===== src/rtl/l2_arbiter.sv =====
// Two-requester (icache/dcache) arbiter for a single L2 beat port.
// Round-robin on ties, with a beat quota that forces handover when the other side waits.
package l2_arbiter_pkg;
  typedef enum logic {
    LOAD  = 1'b0,
    STORE = 1'b1
  } memory_operation_e;
endpackage

module l2_arbiter
  import l2_arbiter_pkg::*;
#(
  parameter int unsigned ADDR_W    = 32,
  parameter int unsigned DATA_W    = 32,
  parameter int unsigned MAX_BEATS = 16
) (
  input  logic              clk,
  input  logic              reset,
  input  logic              icache_req_valid,
  input  logic              dcache_req_valid,
  input  memory_operation_e icache_req_type,
  input  memory_operation_e dcache_req_type,
  input  logic [ADDR_W-1:0] icache_req_address,
  input  logic [ADDR_W-1:0] dcache_req_address,
  input  logic [DATA_W-1:0] icache_req_wdata,
  input  logic [DATA_W-1:0] dcache_req_wdata,
  output logic              icache_req_fulfilled,
  output logic              dcache_req_fulfilled,
  output logic              icache_grant,
  output logic              dcache_grant,
  output logic              l2_req_valid,
  output memory_operation_e l2_req_type,
  output logic [ADDR_W-1:0] l2_req_address,
  output logic [DATA_W-1:0] l2_req_wdata,
  input  logic              l2_req_fulfilled,
  input  logic [DATA_W-1:0] l2_rdata,
  output logic [DATA_W-1:0] rdata
);

  typedef enum logic [1:0] {
    ST_IDLE    = 2'd0,
    ST_GRANT_I = 2'd1,
    ST_GRANT_D = 2'd2
  } state_e;

  localparam logic [7:0] MAX_CNT = 8'(MAX_BEATS);

  state_e     state_q, state_d;
  logic [7:0] count_q, count_d;
  logic       last_d_q, last_d_d;  // 1: dcache held the most recent grant

  always_ff @(posedge clk) begin
    if (!reset) begin
      state_q  <= ST_IDLE;
      count_q  <= '0;
      last_d_q <= 1'b1;
    end else begin
      state_q  <= state_d;
      count_q  <= count_d;
      last_d_q <= last_d_d;
    end
  end

  always_comb begin
    state_d  = state_q;
    count_d  = count_q;
    last_d_d = last_d_q;
    case (state_q)
      ST_IDLE: begin
        count_d = '0;
        if (icache_req_valid && dcache_req_valid)
          state_d = last_d_q ? ST_GRANT_I : ST_GRANT_D;
        else if (icache_req_valid)
          state_d = ST_GRANT_I;
        else if (dcache_req_valid)
          state_d = ST_GRANT_D;
      end
      ST_GRANT_I: begin
        if (!icache_req_valid) begin
          state_d  = ST_IDLE;
          last_d_d = 1'b0;
          count_d  = '0;
        end else if (l2_req_fulfilled) begin
          if (count_q < MAX_CNT) count_d = count_q + 8'd1;
          // Quota check also covers an already-saturated count.
          if (dcache_req_valid && count_q >= MAX_CNT - 8'd1) begin
            state_d  = ST_GRANT_D;
            last_d_d = 1'b0;
            count_d  = '0;
          end
        end
      end
      ST_GRANT_D: begin
        if (!dcache_req_valid) begin
          state_d  = ST_IDLE;
          last_d_d = 1'b1;
          count_d  = '0;
        end else if (l2_req_fulfilled) begin
          if (count_q < MAX_CNT) count_d = count_q + 8'd1;
          if (icache_req_valid && count_q >= MAX_CNT - 8'd1) begin
            state_d  = ST_GRANT_I;
            last_d_d = 1'b1;
            count_d  = '0;
          end
        end
      end
      default: begin
        state_d = ST_IDLE;
        count_d = '0;
      end
    endcase
  end

  always_comb begin
    icache_grant         = 1'b0;
    dcache_grant         = 1'b0;
    icache_req_fulfilled = 1'b0;
    dcache_req_fulfilled = 1'b0;
    l2_req_valid         = 1'b0;
    l2_req_type          = LOAD;
    l2_req_address       = '0;
    l2_req_wdata         = '0;
    if (reset) begin
      case (state_q)
        ST_IDLE: ;
        ST_GRANT_I: begin
          icache_grant         = 1'b1;
          l2_req_valid         = icache_req_valid;
          l2_req_type          = icache_req_type;
          l2_req_address       = icache_req_address;
          l2_req_wdata         = icache_req_wdata;
          icache_req_fulfilled = l2_req_fulfilled & icache_req_valid;
        end
        ST_GRANT_D: begin
          dcache_grant         = 1'b1;
          l2_req_valid         = dcache_req_valid;
          l2_req_type          = dcache_req_type;
          l2_req_address       = dcache_req_address;
          l2_req_wdata         = dcache_req_wdata;
          dcache_req_fulfilled = l2_req_fulfilled & dcache_req_valid;
        end
        default: begin
          icache_grant         = 1'bx;
          dcache_grant         = 1'bx;
          icache_req_fulfilled = 1'bx;
          dcache_req_fulfilled = 1'bx;
          l2_req_valid         = 1'bx;
          l2_req_type          = memory_operation_e'(1'bx);
          l2_req_address       = 'x;
          l2_req_wdata         = 'x;
        end
      endcase
    end
  end

  assign rdata = l2_rdata;

endmodule


===== config.mk =====
export PLATFORM = sky130hd
export DESIGN_NAME = l2_arbiter
export DESIGN_NICKNAME = d
export VERILOG_FILES = /design/src/rtl/l2_arbiter.sv
export SDC_FILE = /design/constraint.sdc
export NUM_CORES = 1
export LEC_CHECK = 0
export BUFFER_PORTS_ARGS = -buffer_cell sky130_fd_sc_hd__buf_2
export CAP_MARGIN = 25
export CORE_AREA = 2 2 105 107
export CTS_BUF_LIST = sky130_fd_sc_hd__clkbuf_8
export DETAILED_ROUTE_END_ITERATION = 6
export DIE_AREA = 0 0 107 109
export GPL_TIMING_DRIVEN = 0
export RECOVER_POWER = 50
export SYNTH_ARGS = -nofsm -noshare
export SYNTH_HDL_FRONTEND = slang
export SYNTH_SLANG_ARGS = --single-unit

===== constraint.sdc =====
create_clock -name clk -period 3.5 [get_ports clk]
set_input_delay 0.7 -clock clk [delete_from_list [all_inputs] [get_ports clk]]
set_output_delay 0.7 -clock clk [all_outputs]
set_load 0.01 [all_outputs]

==> metrics.json, run 1 <==
{
  "worstPathCellList": {"value": "inv_1 -> ha_1 -> nand2_1 -> clkbuf_1 -> clkbuf_1 -> nor2_1 -> buf_2"},
  "setup_repair_after_global_routing_missed_its_margin": {"value": "false"},
  "yosysUniqueCellTypes": {"value": 35},
  "dr.first_iter.drc_count": {"value": 153},
  "final_cell_mix": {"value": "191 x sky130_fd_sc_hd__buf_2, 67 x sky130_fd_sc_hd__nor2_1, 65 x sky130_fd_sc_hd__a22oi_1, 61 x sky130_fd_sc_hd__clkbuf_1, 32 x sky130_fd_sc_hd__buf_4"},
  "timing.final.max_slew_violations": {"value": 0},
  "grt_pass1_wl": {"value": 11790, "unit": "um"},
  "timing_hold_violations_final": {"value": 0},
  "cell_row_count": {"value": 38},
  "setup_violations": {"value": 0},
  "cts_inserted_buffers": {"value": 3},
  "routedWlPerCell": {"value": 12.73, "unit": "um"},
  "number_of_enable_type_register_cells_in_the_synthesized_netlist": {"value": 0},
  "grt_overflow_total": {"value": 0},
  "clk_pin_slew": {"value": 50, "unit": "ps"},
  "layout.filler_cells": {"value": 1182},
  "avgViaCountPerCell": {"value": 4.405},
  "globalplace.congestion": {"value": 0.7586},
  "route.detailed.drc": {"value": 0},
  "syn_area": {"value": 1767, "unit": "sq um"},
  "comb_power_share": {"value": 0.807},
  "count_of_cells_resized_by_post_cts_repair": {"value": 0},
  "grt_antenna_before_repair": {"value": 0},
  "cts_hold_buf": {"value": 0},
  "crit_slowest_cell": {"value": "sky130_fd_sc_hd__clkbuf_1"},
  "synth_top_flop_cell": {"value": "sky130_fd_sc_hd__dfxtp_1"},
  "syn2layout_area_growth": {"value": 75.50, "unit": "%"},
  "power.static_leakage": {"value": 1.510, "unit": "nW"},
  "run_status": {"value": "finished, final reports clean"},
  "async_flop_share": {"value": 0},
  "drive_above_1_share": {"value": 0.4742},
  "die_area": {"value": 11660, "unit": "sq um"},
  "die_width": {"value": 107, "unit": "um"},
  "worst-slew-pin-transition": {"value": 606.0, "unit": "ps"},
  "ys_seq_area_frac": {"value": 0.1246},
  "design.portCount": {"value": 269},
  "clk-insertion-delay-late": {"value": 230, "unit": "ps"},
  "grt_start_max_net_pins": {"value": 11},
  "setup.reg_to_reg.worst_slack": {"value": 1600, "unit": "ps"},
  "power.share.switching": {"value": 0.5323},
  "cts_htree_levels": {"value": 1},
  "antenna_violating_nets_post_route": {"value": 0},
  "finalNetCount": {"value": 677},
  "io_buffers": {"value": 236},
  "power.ir.vdd_worst": {"value": 0.1843, "unit": "mV"},
  "detailed_router_iteration_count_before_antenna_repair": {"value": 5},
  "holdCritPathClass": {"value": "reg -> reg"},
  "final_period_minus_worst_setup_slack": {"value": 3020, "unit": "ps"},
  "worst_slew_slack_as_a_fraction_of_its_limit": {"value": 0.5960},
  "floorplan.initialDensity": {"value": 0.1666},
  "cp_slowest_stage_delay": {"value": 490, "unit": "ps"},
  "grt_pass1_vias": {"value": 2505},
  "via_count": {"value": 2837},
  "dieHeight": {"value": 109, "unit": "um"},
  "post-layout-total-power": {"value": 0.001463, "unit": "W"},
  "power.density": {"value": 471.8, "unit": "nW/um^2"},
  "clock_sinks": {"value": 11},
  "worstSetupStartpointType": {"value": "flop"},
  "clock_tree.buffer_depth": {"value": 2},
  "endpoint_kind": {"value": "output pin"},
  "fmax": {"value": 331.2, "unit": "MHz"},
  "clock_power_share": {"value": 0.085},
  "leading_cell_type_in_the_layout_fill_and_taps_excluded": {"value": "sky130_fd_sc_hd__buf_2"},
  "timing.critical_path.arrival": {"value": 2320, "unit": "ps"},
  "criticalPathCategory": {"value": "reg -> out"},
  "drt-total-wl": {"value": 8201, "unit": "um"},
  "p_sw": {"value": 0.0007786, "unit": "W"},
  "worst_ep_required_time": {"value": 2800, "unit": "ps"},
  "post_synth.cell_area_avg": {"value": 6.692, "unit": "sq um"},
  "postCtsSetupRepairBufs": {"value": 0},
  "root_buffer": {"value": "sky130_fd_sc_hd__clkbuf_8"},
  "synthCells": {"value": 264},
  "internal_power": {"value": 0.0006842, "unit": "W"},
  "globalRouteTotalUtil": {"value": 0.1227},
  "num_antenna_cells": {"value": 0},
  "synth-seq-cells": {"value": 11},
  "dpl.hpwl": {"value": 6916, "unit": "um"},
  "cts_tree": {"value": "built"},
  "fin_setup_tns": {"value": 0, "unit": "ps"},
  "fraction_of_power_consumed_by_sequential_logic": {"value": 0.108},
  "worstPathMaxFanout": {"value": 10},
  "fin_crit_sh": {"value": 0.8628},
  "yosys_warnings": {"value": 0},
  "core": {"value": 10600, "unit": "sq um"},
  "critical-path-top-cell-by-count": {"value": "sky130_fd_sc_hd__clkbuf_1"},
  "max_cap_violations": {"value": 0},
  "worst_clock_skew": {"value": 5.051, "unit": "ps"},
  "synth_nets": {"value": 436}
}
[critical path, delay by kind of cell, from the launching register on]
family	cells	cell delay (ps)
adders and majority gates	1	330
buffers and inverters	4	1110
DFF	1	380
and+or+nand+nor	2	260
[worst paths after layout]
check / startpoint / to / depth (start not counted)
setup / recovery: state_q[0] / l2_req_address[21] / 7
hold / removal: count_q[1] / count_q[1] / 2
setup reg to reg: state_q[0] / state_q[1] / 8
hold reg to reg: count_q[1] / count_q[1] / 2
[per-stage QoR]
step	utilization	std cells	area (sq um)	setup slack (ps)	hold slack, ps
final	0.2924	644	3100	480.3	492.1
after global routing	0.2924	644	3100	210.5	543.4
after CTS	0.2989	644	3169	392.5	499.1
after detailed placement	0.2945	640	3123	577.4	490.8
after global placement	0.2945	640	3123	597.2	478.0
after floorplan	-	264	1767	1273	461.9
[synth_stat cells (all sizes together), types with 3 or more instances]
cell	count	area [sq um]
nor2	67	251.5
nor3	3	15.01
clkbuf	17	83.83
a21oi	4	20.02
dfxtp	11	220.2
and2	5	35.03
inv	5	18.77
ha	5	62.56
nand4	5	37.53
a22oi	65	488.0
buf	38	262.8
nand2	14	52.55
[metal layers]
metal / track usage / wire length [um] / vias to the layer above
met5: 0 / 0 / -
met1: 0.1573 / 3258 / 1256
met4: 0.02041 / 27 / 0
li1: - / - / 1400
met3: 0.01435 / 733 / 2
met2: 0.2238 / 4181 / 179
[area by class of cell]
| cell class | count | area, sq um | area share |
|---|---|---|---|
| Multi-Input combinational cell | 193 | 1169 | 0.3769 |
| Inverter | 5 | 18.77 | 0.006053 |
| Timing Repair Buffer | 236 | 1125 | 0.3628 |
| Buffer | 55 | 346.6 | 0.1118 |
| Sequential cell | 11 | 220.2 | 0.07103 |
| Clock inverter | 1 | 5.005 | 0.001614 |
| Tap cell | 140 | 175.2 | 0.05650 |
| Clock buffer | 3 | 41.29 | 0.01332 |
[flip-flops by register name (all words and copies together) (netlist names)]
name      cells
state_q       2
count_q       8
last_d_q      1
[logic make-up (layout without fill, tap and decap cells)]
group           after synthesis  count (layout)  share of synthesized area
buf+inv                      60             300                     0.2068
simple gates                102             102                     0.2585
flops                        11              11                     0.1246
fa+ha+maj                     5               5                    0.03541
mux                           2               2                    0.01133
compound gates               84              84                     0.3633
[power by group through the flow]
stage               Combinational [W]  Sequential (W)  Clock, W
finish                        0.00118        0.000158  0.000125
detailed placement            0.00121        0.000160         0
floorplan                    0.000816        0.000157         0
global route                  0.00134        0.000160  0.000137
global placement              0.00118        0.000159         0
CTS                           0.00122        0.000158  0.000131
Note: power is estimated with default switching activity, not from simulation.
==> inputs of run 2 (changes only) <==
SETUP_SLACK_MARGIN = 0.5   (was not set)
==> run 2 against run 1 <==
Against the previous run: clock-buffer cell count unchanged; hold slack better by 6.8 ps; routed wire length down 0.15%; non-clock buffer count unchanged; largest power group unchanged.
==> metrics.json, run 2 (synthesis gave the netlist of run 1 again) <==
{
  "routedWlPerCell": {"value": 12.72, "unit": "um"},
  "design.portCount": {"value": 269},
  "fmax": {"value": 329.9, "unit": "MHz"},
  "endpoint_kind": {"value": "output pin"},
  "globalplace.congestion": {"value": 0.7586},
  "num_antenna_cells": {"value": 0},
  "layout.filler_cells": {"value": 1179},
  "grt_pass1_wl": {"value": 11800, "unit": "um"},
  "max_cap_violations": {"value": 0},
  "detailed_router_iteration_count_before_antenna_repair": {"value": 5},
  "worstSetupStartpointType": {"value": "flop"},
  "leading_cell_type_in_the_layout_fill_and_taps_excluded": {"value": "sky130_fd_sc_hd__buf_2"},
  "worst_clock_skew": {"value": 5.180, "unit": "ps"},
  "timing.final.max_slew_violations": {"value": 0},
  "power.density": {"value": 472.4, "unit": "nW/um^2"},
  "syn2layout_area_growth": {"value": 75.78, "unit": "%"},
  "grt_start_max_net_pins": {"value": 11},
  "avgViaCountPerCell": {"value": 4.425},
  "reg.largest.list": {"value": "count_q: 8 flops, state_q: 2 flops, last_d_q: 1 flops"},
  "setup_repair_after_global_routing_missed_its_margin": {"value": "false"},
  "cp_slowest_stage_delay": {"value": 500, "unit": "ps"},
  "largest_register_by_flop_count": {"value": "count_q"},
  "power.ir.vdd_worst": {"value": 0.1838, "unit": "mV"},
  "dieHeight": {"value": 109, "unit": "um"},
  "timing.critical_path.arrival": {"value": 2330, "unit": "ps"},
  "post-layout-total-power": {"value": 0.001467, "unit": "W"},
  "holdCritPathClass": {"value": "reg -> reg"},
  "area_occupied_by_multi_input_gates": {"value": 1169, "unit": "sq um"},
  "io_buffers": {"value": 236},
  "worstPathCellList": {"value": "inv_1 -> ha_1 -> nand2_1 -> clkbuf_1 -> clkbuf_1 -> nor2_1 -> buf_2"},
  "finish.instance_area": {"value": 3105, "unit": "sq um"},
  "globalRouteTotalUtil": {"value": 0.1227},
  "m1WireLength": {"value": 3210, "unit": "um"},
  "die_area": {"value": 11660, "unit": "sq um"},
  "setup_violations": {"value": 0},
  "route.met3.wl": {"value": 756, "unit": "um"},
  "cts_hold_buf": {"value": 0},
  "top_layer_used": {"value": "met4"},
  "cts_tree": {"value": "built"},
  "fin_crit_sh": {"value": 0.8661},
  "cts_inserted_buffers": {"value": 3},
  "finalNetCount": {"value": 677},
  "via_count": {"value": 2850},
  "grt_pass1_vias": {"value": 2508},
  "dr.first_iter.drc_count": {"value": 140},
  "floorplan.initialDensity": {"value": 0.1666},
  "worst_slew_slack_as_a_fraction_of_its_limit": {"value": 0.5871},
  "fin_setup_tns": {"value": 0, "unit": "ps"},
  "cts_htree_levels": {"value": 1},
  "cell_row_count": {"value": 38},
  "final_period_minus_worst_setup_slack": {"value": 3032, "unit": "ps"},
  "critical-path-top-cell-by-count": {"value": "sky130_fd_sc_hd__clkbuf_1"},
  "worstPathMaxFanout": {"value": 10},
  "die_width": {"value": 107, "unit": "um"},
  "ff_latch_area": {"value": 220.2, "unit": "sq um"},
  "layout.core_utilization": {"value": 0.2929},
  "route.detailed.drc": {"value": 0},
  "power.static_leakage": {"value": 1.524, "unit": "nW"},
  "root_buffer": {"value": "sky130_fd_sc_hd__clkbuf_8"},
  "clock_sinks": {"value": 11},
  "drt-total-wl": {"value": 8189, "unit": "um"},
  "placed_cell_area": {"value": 3123, "unit": "sq um"},
  "clock_tree.buffer_depth": {"value": 2},
  "criticalPathCategory": {"value": "reg -> out"},
  "worst-slew-pin-transition": {"value": 619.4, "unit": "ps"},
  "clk_pin_slew": {"value": 50, "unit": "ps"},
  "wl_met2": {"value": 4194, "unit": "um"},
  "grt_overflow_total": {"value": 0},
  "final_cell_mix": {"value": "192 x sky130_fd_sc_hd__buf_2, 67 x sky130_fd_sc_hd__nor2_1, 65 x sky130_fd_sc_hd__a22oi_1, 58 x sky130_fd_sc_hd__clkbuf_1, 32 x sky130_fd_sc_hd__buf_4"},
  "dpl.hpwl": {"value": 6916, "unit": "um"},
  "core": {"value": 10600, "unit": "sq um"},
  "count_of_cells_resized_by_post_cts_repair": {"value": 2},
  "clk-insertion-delay-late": {"value": 230, "unit": "ps"},
  "crit_slowest_cell": {"value": "sky130_fd_sc_hd__clkbuf_1"},
  "worst_ep_required_time": {"value": 2800, "unit": "ps"},
  "antenna_violating_nets_post_route": {"value": 0},
  "drive_above_1_share": {"value": 0.4821},
  "grt_antenna_before_repair": {"value": 0},
  "flip_flop_count_of_the_largest_register_after_layout": {"value": 8},
  "postCtsSetupRepairBufs": {"value": 0},
  "timing_hold_violations_final": {"value": 0},
  "run_status": {"value": "finished, final reports clean"}
}
run 2: path summary, 6_finish.rpt:
path	start	endpoint	slack (ps)	cells past startpoint
max	state_q[0]	l2_req_address[21]	470	7
min	count_q[1]	count_q[1]	500	2
max reg2reg	state_q[0]	count_q[4]	1610	8
min reg2reg	count_q[1]	count_q[1]	500	2
run 2: where the power goes:
part	internal, W	switching (W)	total, W	leakage [nW]
combinational	0.000468	0.000717	0.00118	1.41
clock	0.0000781	0.0000462	0.000124	0.0255
sequential	0.000142	0.0000158	0.000158	0.0892
run 2: stage by stage:
stage          hold slack [ps]  instances  setup slack, ps
6_report                 498.9        644            468.5
5_1_grt                  543.4        644            258.1
4_1_cts                  499.1        644            549.7
3_5_place_dp             490.8        640            577.4
3_3_place_gp             478.0        640            597.2
2_1_floorplan            461.9        264             1273
run 2: area by class of cell:
cell class,instances,share of cell area
buffer,55,0.1128
clock buffer,3,0.01330
clock inverter,1,0.001612
inverter,5,0.006044
multi-input combinational,193,0.3763
sequential,11,0.07091
tap,140,0.05641
timing repair buffer,236,0.3626
run 2: metal layers:
layer  GRT usage  up-vias
met5           0        -
met4     0.02041        0
met3     0.01435        2
met2      0.2238      184
met1      0.1573     1264
li1            -     1400
run 2: critical path, delay by kind of cell (launching register included):
family                     cells  cell delay, ps
DFF                            1             380
buffers and inverters          4            1120
adders and majority gates      1             330
and+or+nand+nor                2             260
==> inputs of run 3 (changes only) <==
CELL_PAD_IN_SITES_DETAIL_PLACEMENT = 0   (was not set)
CELL_PAD_IN_SITES_GLOBAL_PLACEMENT = 1   (was not set)
CORE_AREA = 2 2 106 108   (was 2 2 105 107)
DIE_AREA = 0 0 108 110   (was 0 0 107 109)
PLACE_DENSITY_LB_ADDON = 0.1   (was not set)
==> run 3 against run 2 <==
Against the previous run: largest cell class unchanged; total power about the same; clock-buffer cell count unchanged; global-route usage up 0.34 points; highest routed layer unchanged; clock power up 3%; die area up 1.9%; worst setup slack better by 150 ps; register-to-register slack worse by 90 ps; routed wire length up 3.6%; non-clock buffer count unchanged.
==> metrics.json, run 3 (synthesis gave the netlist of run 1 again) <==
{
  "grt_antenna_before_repair": {"value": 0},
  "detailed_router_iteration_count_before_antenna_repair": {"value": 4},
  "power.static_leakage": {"value": 1.533, "unit": "nW"},
  "timing.critical_path.arrival": {"value": 2180, "unit": "ps"},
  "route.detailed.drc": {"value": 0},
  "grt_pass1_wl": {"value": 12100, "unit": "um"},
  "die_area": {"value": 11880, "unit": "sq um"},
  "finish.instance_area": {"value": 3108, "unit": "sq um"},
  "clk-insertion-delay-late": {"value": 240, "unit": "ps"},
  "fmax": {"value": 347.1, "unit": "MHz"},
  "fin_crit_sh": {"value": 0.8232},
  "run_status": {"value": "finished, final reports clean"},
  "clk_pin_slew": {"value": 50, "unit": "ps"},
  "globalRouteTotalUtil": {"value": 0.1261},
  "die_width": {"value": 108, "unit": "um"},
  "routedWlPerCell": {"value": 13.18, "unit": "um"},
  "cp_slowest_stage_delay": {"value": 450, "unit": "ps"},
  "worstSetupStartpointType": {"value": "flop"},
  "crit_slowest_cell": {"value": "sky130_fd_sc_hd__clkbuf_1"},
  "grt_start_max_net_pins": {"value": 11},
  "path_buf_inv": {"value": 4},
  "gr-usage-met2": {"value": 0.2471},
  "grt_use_met1": {"value": 0.1453},
  "design.portCount": {"value": 269},
  "final_cell_mix": {"value": "192 x sky130_fd_sc_hd__buf_2, 67 x sky130_fd_sc_hd__nor2_1, 65 x sky130_fd_sc_hd__a22oi_1, 57 x sky130_fd_sc_hd__clkbuf_1, 32 x sky130_fd_sc_hd__buf_4"},
  "cts_htree_levels": {"value": 1},
  "grt_overflow_total": {"value": 0},
  "setup_violations": {"value": 0},
  "avgViaCountPerCell": {"value": 4.315},
  "antenna_violating_nets_post_route": {"value": 0},
  "drt-total-wl": {"value": 8485, "unit": "um"},
  "dr.first_iter.drc_count": {"value": 97},
  "core": {"value": 10700, "unit": "sq um"},
  "num_antenna_cells": {"value": 0},
  "most_utilized_layer_in_the_global_route_result": {"value": "met2"},
  "globalplace.congestion": {"value": 0.7124},
  "timing_hold_violations_final": {"value": 0},
  "grt_pass1_vias": {"value": 2572},
  "largest_register_by_flop_count": {"value": "count_q"},
  "setup_repair_after_global_routing_missed_its_margin": {"value": "true"},
  "reg.largest.list": {"value": "count_q: 8 flops, state_q: 2 flops, last_d_q: 1 flops"},
  "flip_flop_count_of_the_largest_register_after_layout": {"value": 8},
  "worst_clock_skew": {"value": 3.935, "unit": "ps"},
  "globalRouteMet3Util": {"value": 0.01940},
  "power.ir.vdd_worst": {"value": 0.1555, "unit": "mV"},
  "cts_inserted_buffers": {"value": 3},
  "syn2layout_area_growth": {"value": 75.92, "unit": "%"},
  "placed_cell_area": {"value": 3123, "unit": "sq um"},
  "dpl.hpwl": {"value": 7135, "unit": "um"},
  "clock_tree.buffer_depth": {"value": 2},
  "fin_setup_tns": {"value": 0, "unit": "ps"},
  "max_cap_violations": {"value": 0},
  "final_period_minus_worst_setup_slack": {"value": 2881, "unit": "ps"},
  "dieHeight": {"value": 110, "unit": "um"},
  "worstPathMaxFanout": {"value": 10},
  "finalNonFillerCells": {"value": 644},
  "cell_row_count": {"value": 38},
  "placed_cells": {"value": 640},
  "timing.final.max_slew_violations": {"value": 0},
  "layout.filler_cells": {"value": 1226},
  "leading_cell_type_in_the_layout_fill_and_taps_excluded": {"value": "sky130_fd_sc_hd__buf_2"},
  "cp_top_family": {"value": "buffers and inverters"},
  "io_buffers": {"value": 236},
  "power.density": {"value": 472.3, "unit": "nW/um^2"},
  "worstPathCellList": {"value": "inv_1 -> ha_1 -> nand2_1 -> clkbuf_1 -> clkbuf_2 -> nor2_1 -> buf_2"},
  "via_count": {"value": 2779},
  "drive_above_1_share": {"value": 0.4861},
  "endpoint_kind": {"value": "output pin"},
  "worst_ep_required_time": {"value": 2800, "unit": "ps"},
  "criticalPathCategory": {"value": "reg -> out"},
  "cts_tree": {"value": "built"},
  "root_buffer": {"value": "sky130_fd_sc_hd__clkbuf_8"},
  "clock_sinks": {"value": 11},
  "worst-slew-pin-transition": {"value": 546.5, "unit": "ps"},
  "finalNetCount": {"value": 677},
  "worst_slew_slack_as_a_fraction_of_its_limit": {"value": 0.6356},
  "floorplan.initialDensity": {"value": 0.1651},
  "holdCritPathClass": {"value": "reg -> reg"}
}
==> run 3: cell count changes in the layout (fill, tap and decap cells not counted), sizes merged <==
cell,change
buf,-2
clkbuf,+2
clkinv,-1
inv,+1
==> run 3: through the flow <==
stage | setup slack, ps | power (W) | util | hold slack [ps]
after floorplan | 1273 | 0.0009729 | - | 461.9
after global placement | 647.7 | 0.001385 | 0.2919 | 482.5
after detailed placement | 604.6 | 0.001386 | 0.2919 | 492.2
after CTS | 506.9 | 0.001524 | 0.2964 | 500.3
after global routing | 359.2 | 0.001643 | 0.2905 | 521.8
final | 618.8 | 0.001468 | 0.2905 | 497.4
==> run 3: per-layer routing <==
| layer | wire length [um] | vias up |
|---|---|---|
| li1 | - | 1402 |
| met1 | 3186 | 1207 |
| met2 | 4471 | 165 |
| met3 | 779 | 5 |
| met4 | 48 | 0 |
| met5 | 0 | - |
==> run 3: timing repair <==
action,in CTS,in global routing
hold buffers,0,0
endpoints found under the setup margin,40,50
cloned,0,0
resized for setup,2,8
buffers inserted,0,0
==> run 3: cell type report <==
class                      instances  area, sq um  share of cell area
timing repair buffer             236         1126              0.3623
clock buffer                       3        41.29             0.01329
inverter                           5        18.77            0.006039
tap                              140        175.2             0.05636
clock inverter                     1        3.754            0.001208
sequential                        11        220.2             0.07085
buffer                            55        354.1              0.1139
multi-input combinational        193         1169              0.3760
==> run 3: report_power, final <==
group	leakage (nW)	switching (W)	internal (W)
Clock	0.0269	0.0000510	0.0000773
Combinational	1.42	0.000709	0.000472
Sequential	0.0892	0.0000167	0.000142
==> run 3: path summary, 6_finish.rpt <==
path	slack, ps	start	cells after the start	end
setup / recovery	620	state_q[0]	7	l2_req_address[22]
hold / removal	500	count_q[1]	2	count_q[1]
setup reg to reg	1520	state_q[0]	8	state_q[1]
hold reg to reg	500	count_q[1]	2	count_q[1]
==> run 3: worst register-to-register path: cells and delay by family, from the launching register on <==
| family | cells | cell delay [ps] |
|---|---|---|
| compound gates | 3 | 820 |
| flops | 1 | 380 |
| simple gates | 2 | 300 |
| buf+inv | 2 | 240 |
| fa+ha+maj | 1 | 200 |
